`src/rtl/usr_pkg.sv`:
```
`default_nettype none
// +----------------------------------------------------------------------+
// | Module      : usr_pkg                                                 |
// | Description : Shared types and helpers for universal_shift_reg.       |
// |               mode_t : 3-bit operation select (fully decoded)         |
// |               cnt_w  : width of a counter that must reach WIDTH       |
// | Revision    : 1.0  initial release                                    |
// +----------------------------------------------------------------------+
package usr_pkg;

   typedef enum logic [2:0] {
      HOLD   = 3'd0,
      LOAD   = 3'd1,
      SHL    = 3'd2,
      SHR    = 3'd3,
      ROL    = 3'd4,
      ROR    = 3'd5,
      CLEAR  = 3'd6,
      INVERT = 3'd7
   } mode_t;

   // Bits needed to hold the value WIDTH itself (not just WIDTH-1).
   function automatic int cnt_w(input int width);
      return $clog2(width + 1);
   endfunction

endpackage
`default_nettype wire

```
`src/rtl/shift_cnt.sv`:
```
`default_nettype none
// +----------------------------------------------------------------------+
// | Module      : shift_cnt                                               |
// | Description : Saturating shift counter with registered done flag.    |
// |   clk   in   rising-edge clock                                        |
// |   reset in   synchronous active-high reset                            |
// |   clr   in   return count to zero (wins over inc)                     |
// |   inc   in   count one shift, saturating at MAX                       |
// |   cnt   out  current count                                           |
// |   done  out  high while cnt == MAX                                    |
// | Revision    : 1.0  initial release                                    |
// +----------------------------------------------------------------------+
module shift_cnt
   import usr_pkg::*;
#(
   parameter int MAX = 8
) (
   input  logic                    clk,
   input  logic                    reset,
   input  logic                    clr,
   input  logic                    inc,
   output logic [cnt_w(MAX)-1:0]   cnt,
   output logic                    done
);

   localparam int            c_CW  = cnt_w(MAX);
   localparam logic [c_CW-1:0] c_MAX = c_CW'(MAX);

   logic [c_CW-1:0] r_cnt;
   logic            r_done;
   logic [c_CW-1:0] w_cnt_nxt;

   always_comb begin
      w_cnt_nxt = r_cnt;
      if (clr) begin
         w_cnt_nxt = '0;
      end else if (inc && (r_cnt != c_MAX)) begin
         w_cnt_nxt = r_cnt + c_CW'(1);
      end
   end

   // done is derived from the next count so it rises on the same edge
   // that the count reaches MAX, while still being a flop output.
   always_ff @(posedge clk) begin
      if (reset) begin
         r_cnt  <= '0;
         r_done <= 1'b0;
      end else begin
         r_cnt  <= w_cnt_nxt;
         r_done <= (w_cnt_nxt == c_MAX);
      end
   end

   assign cnt  = r_cnt;
   assign done = r_done;

endmodule
`default_nettype wire

```
`src/rtl/universal_shift_reg.sv`:
```
`default_nettype none
// +----------------------------------------------------------------------+
// | Module      : universal_shift_reg                                     |
// | Description : WIDTH-bit universal shift register with eight modes,    |
// |               complementary outputs, serial taps and a saturating     |
// |               shift counter for PISO/SIPO use.                        |
// |   clk    in   rising-edge clock                                       |
// |   reset  in   synchronous active-high reset (overrides en/mode)       |
// |   en     in   clock enable, 0 freezes all state                       |
// |   mode   in   operation select (mode_t)                               |
// |   D      in   parallel load data                                      |
// |   sin_l  in   serial in, enters bit 0 on SHL                          |
// |   sin_r  in   serial in, enters bit WIDTH-1 on SHR                    |
// |   Q/Qn   out  register contents and its complement                    |
// |   sout_l out  Q[WIDTH-1]      sout_r out  Q[0]                        |
// |   cnt    out  shifts/rotates since LOAD/CLEAR, saturating at WIDTH    |
// |   done   out  high while cnt == WIDTH                                 |
// | Revision    : 1.0  initial release                                    |
// +----------------------------------------------------------------------+
module universal_shift_reg
   import usr_pkg::*;
#(
   parameter int               WIDTH     = 8,
   parameter logic [WIDTH-1:0] RESET_VAL = '0
) (
   input  logic                      clk,
   input  logic                      reset,
   input  logic                      en,
   input  mode_t                     mode,
   input  logic [WIDTH-1:0]          D,
   input  logic                      sin_l,
   input  logic                      sin_r,
   output logic [WIDTH-1:0]          Q,
   output logic [WIDTH-1:0]          Qn,
   output logic                      sout_l,
   output logic                      sout_r,
   output logic [cnt_w(WIDTH)-1:0]   cnt,
   output logic                      done
);

   logic [WIDTH-1:0] r_q;
   logic [WIDTH-1:0] w_q_nxt;
   logic             w_clr;
   logic             w_inc;

   always_comb begin
      w_q_nxt = r_q;
      case (mode)
         HOLD:    w_q_nxt = r_q;
         LOAD:    w_q_nxt = D;
         SHL:     w_q_nxt = {r_q[WIDTH-2:0], sin_l};
         SHR:     w_q_nxt = {sin_r, r_q[WIDTH-1:1]};
         ROL:     w_q_nxt = {r_q[WIDTH-2:0], r_q[WIDTH-1]};
         ROR:     w_q_nxt = {r_q[0], r_q[WIDTH-1:1]};
         CLEAR:   w_q_nxt = '0;
         INVERT:  w_q_nxt = ~r_q;
         default: w_q_nxt = r_q;
      endcase
   end

   always_ff @(posedge clk) begin
      if (reset) begin
         r_q <= RESET_VAL;
      end else if (en) begin
         r_q <= w_q_nxt;
      end
   end

   assign w_clr = en & ((mode == LOAD) | (mode == CLEAR));
   assign w_inc = en & ((mode == SHL) | (mode == SHR) |
                        (mode == ROL) | (mode == ROR));

   shift_cnt #(
      .MAX (WIDTH)
   ) u_shift_cnt (
      .clk   (clk),
      .reset (reset),
      .clr   (w_clr),
      .inc   (w_inc),
      .cnt   (cnt),
      .done  (done)
   );

   // Qn is a pure complement of the single stored copy, so Q and Qn can
   // never disagree, even across reset.
   assign Q      = r_q;
   assign Qn     = ~r_q;
   assign sout_l = r_q[WIDTH-1];
   assign sout_r = r_q[0];

endmodule
`default_nettype wire

```
`config.mk`:
```
export PLATFORM = sky130hd
export DESIGN_NAME = universal_shift_reg
export DESIGN_NICKNAME = d
export VERILOG_FILES = /design/src/rtl/usr_pkg.sv /design/src/rtl/shift_cnt.sv /design/src/rtl/universal_shift_reg.sv
export SDC_FILE = /design/constraint.sdc
export NUM_CORES = 1
export LEC_CHECK = 0
export ABC_AREA = 0
export ABC_CLOCK_PERIOD_IN_PS = 2900
export BUFFER_PORTS_ARGS = -buffer_cell sky130_fd_sc_hd__clkbuf_2
export CAP_MARGIN = 20
export CORE_ASPECT_RATIO = 1.1
export CORE_MARGIN = 5
export CORE_UTILIZATION = 35
export DETAILED_ROUTE_END_ITERATION = 12
export GPL_TIMING_DRIVEN = 0
export SLEW_MARGIN = 20
export SYNTH_ARGS = -nofsm -noshare
export SYNTH_HDL_FRONTEND = slang
export SYNTH_HIERARCHICAL = 1
export SYNTH_SLANG_ARGS = --single-unit
```
`constraint.sdc`:
```
create_clock -name clk -period 2.9 [get_ports clk]
set_input_delay 0 -clock clk [delete_from_list [all_inputs] [get_ports clk]]
set_output_delay 0 -clock clk [all_outputs]
set_load 0.03 [all_outputs]
```
==> flow_summary.yaml <==
floorplan:
  core-area_mm2: 0.00280
  rows: 20
  io_pins: 39
  start_util_pct: 36.6
  die_w_um: 61.6
  dieArea_mm2: 0.00412
  chipHeight_um: 66.8
yosys:
  syn-num-nets: 125
  synth.cell_area_mm2: 0.00103
  async_reset_ff_share_pct: 0
  synth_cells: 107
  yosys.area.top_type_share_pct: 25.4
  yosysTopAreaCell: "dfxtp_1"
  seq_area_frac_synth_pct: 25.4
  yosysMostFrequentCell: "dfxtp_1"
  yosysUniqueCellTypes: 40
  synth_ff_type: "dfxtp_1"
  synth_common_cells: "dfxtp_1, inv_1, mux2i_1"
  ys_ff_latch: 13
  synthTopCellsByArea: "dfxtp_1, o32ai_2, mux2i_1"
  yosysWarnings: 6
  syn_avg_cell_area_um2: 9.59
  synth-edff-count: 0
worst_setup_path:
  rr_endpoint: "u_shift_cnt/done"
  cp_max_fo: 6
  required_ps: 3120
  start_kind: "flop"
  r2r_slack_ps: 1410
  crit_path_end_kind: "flop"
  crit_arrival_ps: 1710
  r2r-start: "u_shift_cnt/cnt[0]"
  setup.worst_path.class: "reg2reg"
  reg2reg_depth: 5
final_layout:
  area_growth_pct: 24.6
  drive_gt1_share_pct: 46.6
  fillCellCount: 302
  n_antenna_cell: 0
  final_cells: 181
  final_nets: 167
  multi_input_area_um2: 649
  seqCellArea_um2: 260
detailed_routing:
  drc_errors: 0
  routed_wl_um: 2730
  first_pass_iters: 4
  wl_per_cell_um: 15.1
  vias: 1004
  viasPerCell: 5.55
  postRouteAntennaNets: 0
  drt_iter0_markers: 32
outcome:
  status: "completed"
placement:
  portBuffers: 37
  place.gp.congestion: 0.768
  dp_hpwl_um: 2110
  dp_cells: 177
timing:
  fin_skew_ps: 6.06
  fin_crit_sh_pct: 51.4
  max_freq_mhz: 671
  max_slew_margin_pct: 79.2
  hold_violations: 0
  rsz0062_at_grt: "false"
  drv_slew: 0
  final.setup.tns_ps: 0
  worstMarginPinSlew_ps: 312
  finalSetupViolations: 0
  period_minus_slack_ps: 1490
clock_network:
  h-tree-depth: 1
  numCtsBuffers: 3
  worstSkewPairLatency_ps: 280
  clk_pin_slew_worst_paths_ps: 90
  cts_resized: 0
  cts_setup_buffers: 0
  cts_root_buf: "clkbuf_4"
  cts_tree: "yes"
  cts_hold_buf: 0
  clock_sinks: 13
  cts_max_path_buffers: 2
global_routing:
  grt_pass1_wl_um: 4600
  grt_usage_pct: 14.6
  grt_pass1_vias: 1023
  grt_max_degree: 11
  antenna_found_initial: 0
  grt-ovfl-total: 0
power:
  power_mw: 0.492
  ir_drop_uv: 228
  p_leak_nw: 0.576
  power_density_mw_per_mm2: 385
worst_hold_path:
  hp-start: "D[6]"
  min_to: "Q[6]"
  hold_class: "in2reg"
  holdPathStages: 3
flow_run:
  max_cap_violations: 0
-- worst max-delay path by stage --
| stage | startpoint | to | slack [ps] | cells after the start |
|---|---|---|---|---|
| after floorplan | u_shift_cnt/cnt[0] | u_shift_cnt/done | 1420 | 5 |
| after global placement | mode[2] | u_shift_cnt/done | 1440 | 8 |
| after detailed placement | mode[2] | u_shift_cnt/done | 1430 | 8 |
| after CTS | u_shift_cnt/cnt[0] | u_shift_cnt/done | 1400 | 5 |
| after global routing | u_shift_cnt/cnt[0] | u_shift_cnt/done | 1310 | 5 |
| final | u_shift_cnt/cnt[0] | u_shift_cnt/done | 1410 | 5 |
-- cell usage in the layout, fill, tap and decap left out, types with 3 or more instances in the layout --
master,n
inv_1,11
a21oi_1,3
clkbuf_2,37
o221a_2,6
clkbuf_4,3
o211ai_1,3
buf_6,3
o31a_1,3
mux2i_1,7
o32ai_2,6
and3b_1,3
o21ai_0,4
buf_4,3
nand2_1,3
o211ai_2,3
nand3_1,3
dfxtp_1,13
and2_1,3
-- metrics by stage --
stage	utilization, %	cell area, um2	hold WS [ps]	setup WS [ps]
after floorplan	-	1030	115	1420
after global placement	44.7	1250	303	1440
after detailed placement	44.7	1250	308	1430
after CTS	45.6	1280	16.9	1400
after global routing	45.6	1280	26.8	1310
final	45.6	1280	24.5	1410
-- final cells by class --
cell class | count | area share (%)
Tap cell | 33 | 3.23
Timing Repair Buffer | 37 | 14.5
Multi-Input combinational cell | 73 | 50.8
Buffer | 9 | 5.48
Inverter | 12 | 3.62
Sequential cell | 13 | 20.4
Clock buffer | 4 | 2.05
-- registers in the layout, summed over array words and instances (netlist names) --
register	cells
Q	8
u_shift_cnt/cnt	4
u_shift_cnt/done	1
-- power breakdown --
group	internal (mW)	switching, mW
registers	0.188	0.0143
logic	0.0689	0.105
clock network	0.0533	0.0621
total	0.310	0.181
-- layer usage --
metal | part of all wire [%] | global-route usage, %
met5 | 0 | 0
met2 | 48 | 23.4
met3 | 7.4 | 3.29
met1 | 44 | 18.8
met4 | 1.2 | 4.77
-- critical path, cell delays in order (launching register included) --
cell,delay [ps]
dfxtp_1,450
inv_1,120
ha_1,240
and3b_1,220
nor4_2,200
o211a_1,190
-- kinds of logic after synthesis --
logic type                 count (synthesis)  synth area share (%)
AOI/OAI and AO/OA                         38                  35.5
xor gates and xnor gates                   1                 0.854
adders and majority gates                  2                  2.44
buffers and inverters                     21                  11.3
DFF                                       13                  25.4
muxes                                      8                  8.29
and+or+nand+nor                           24                  16.2
(Power assumes the default switching activity.)
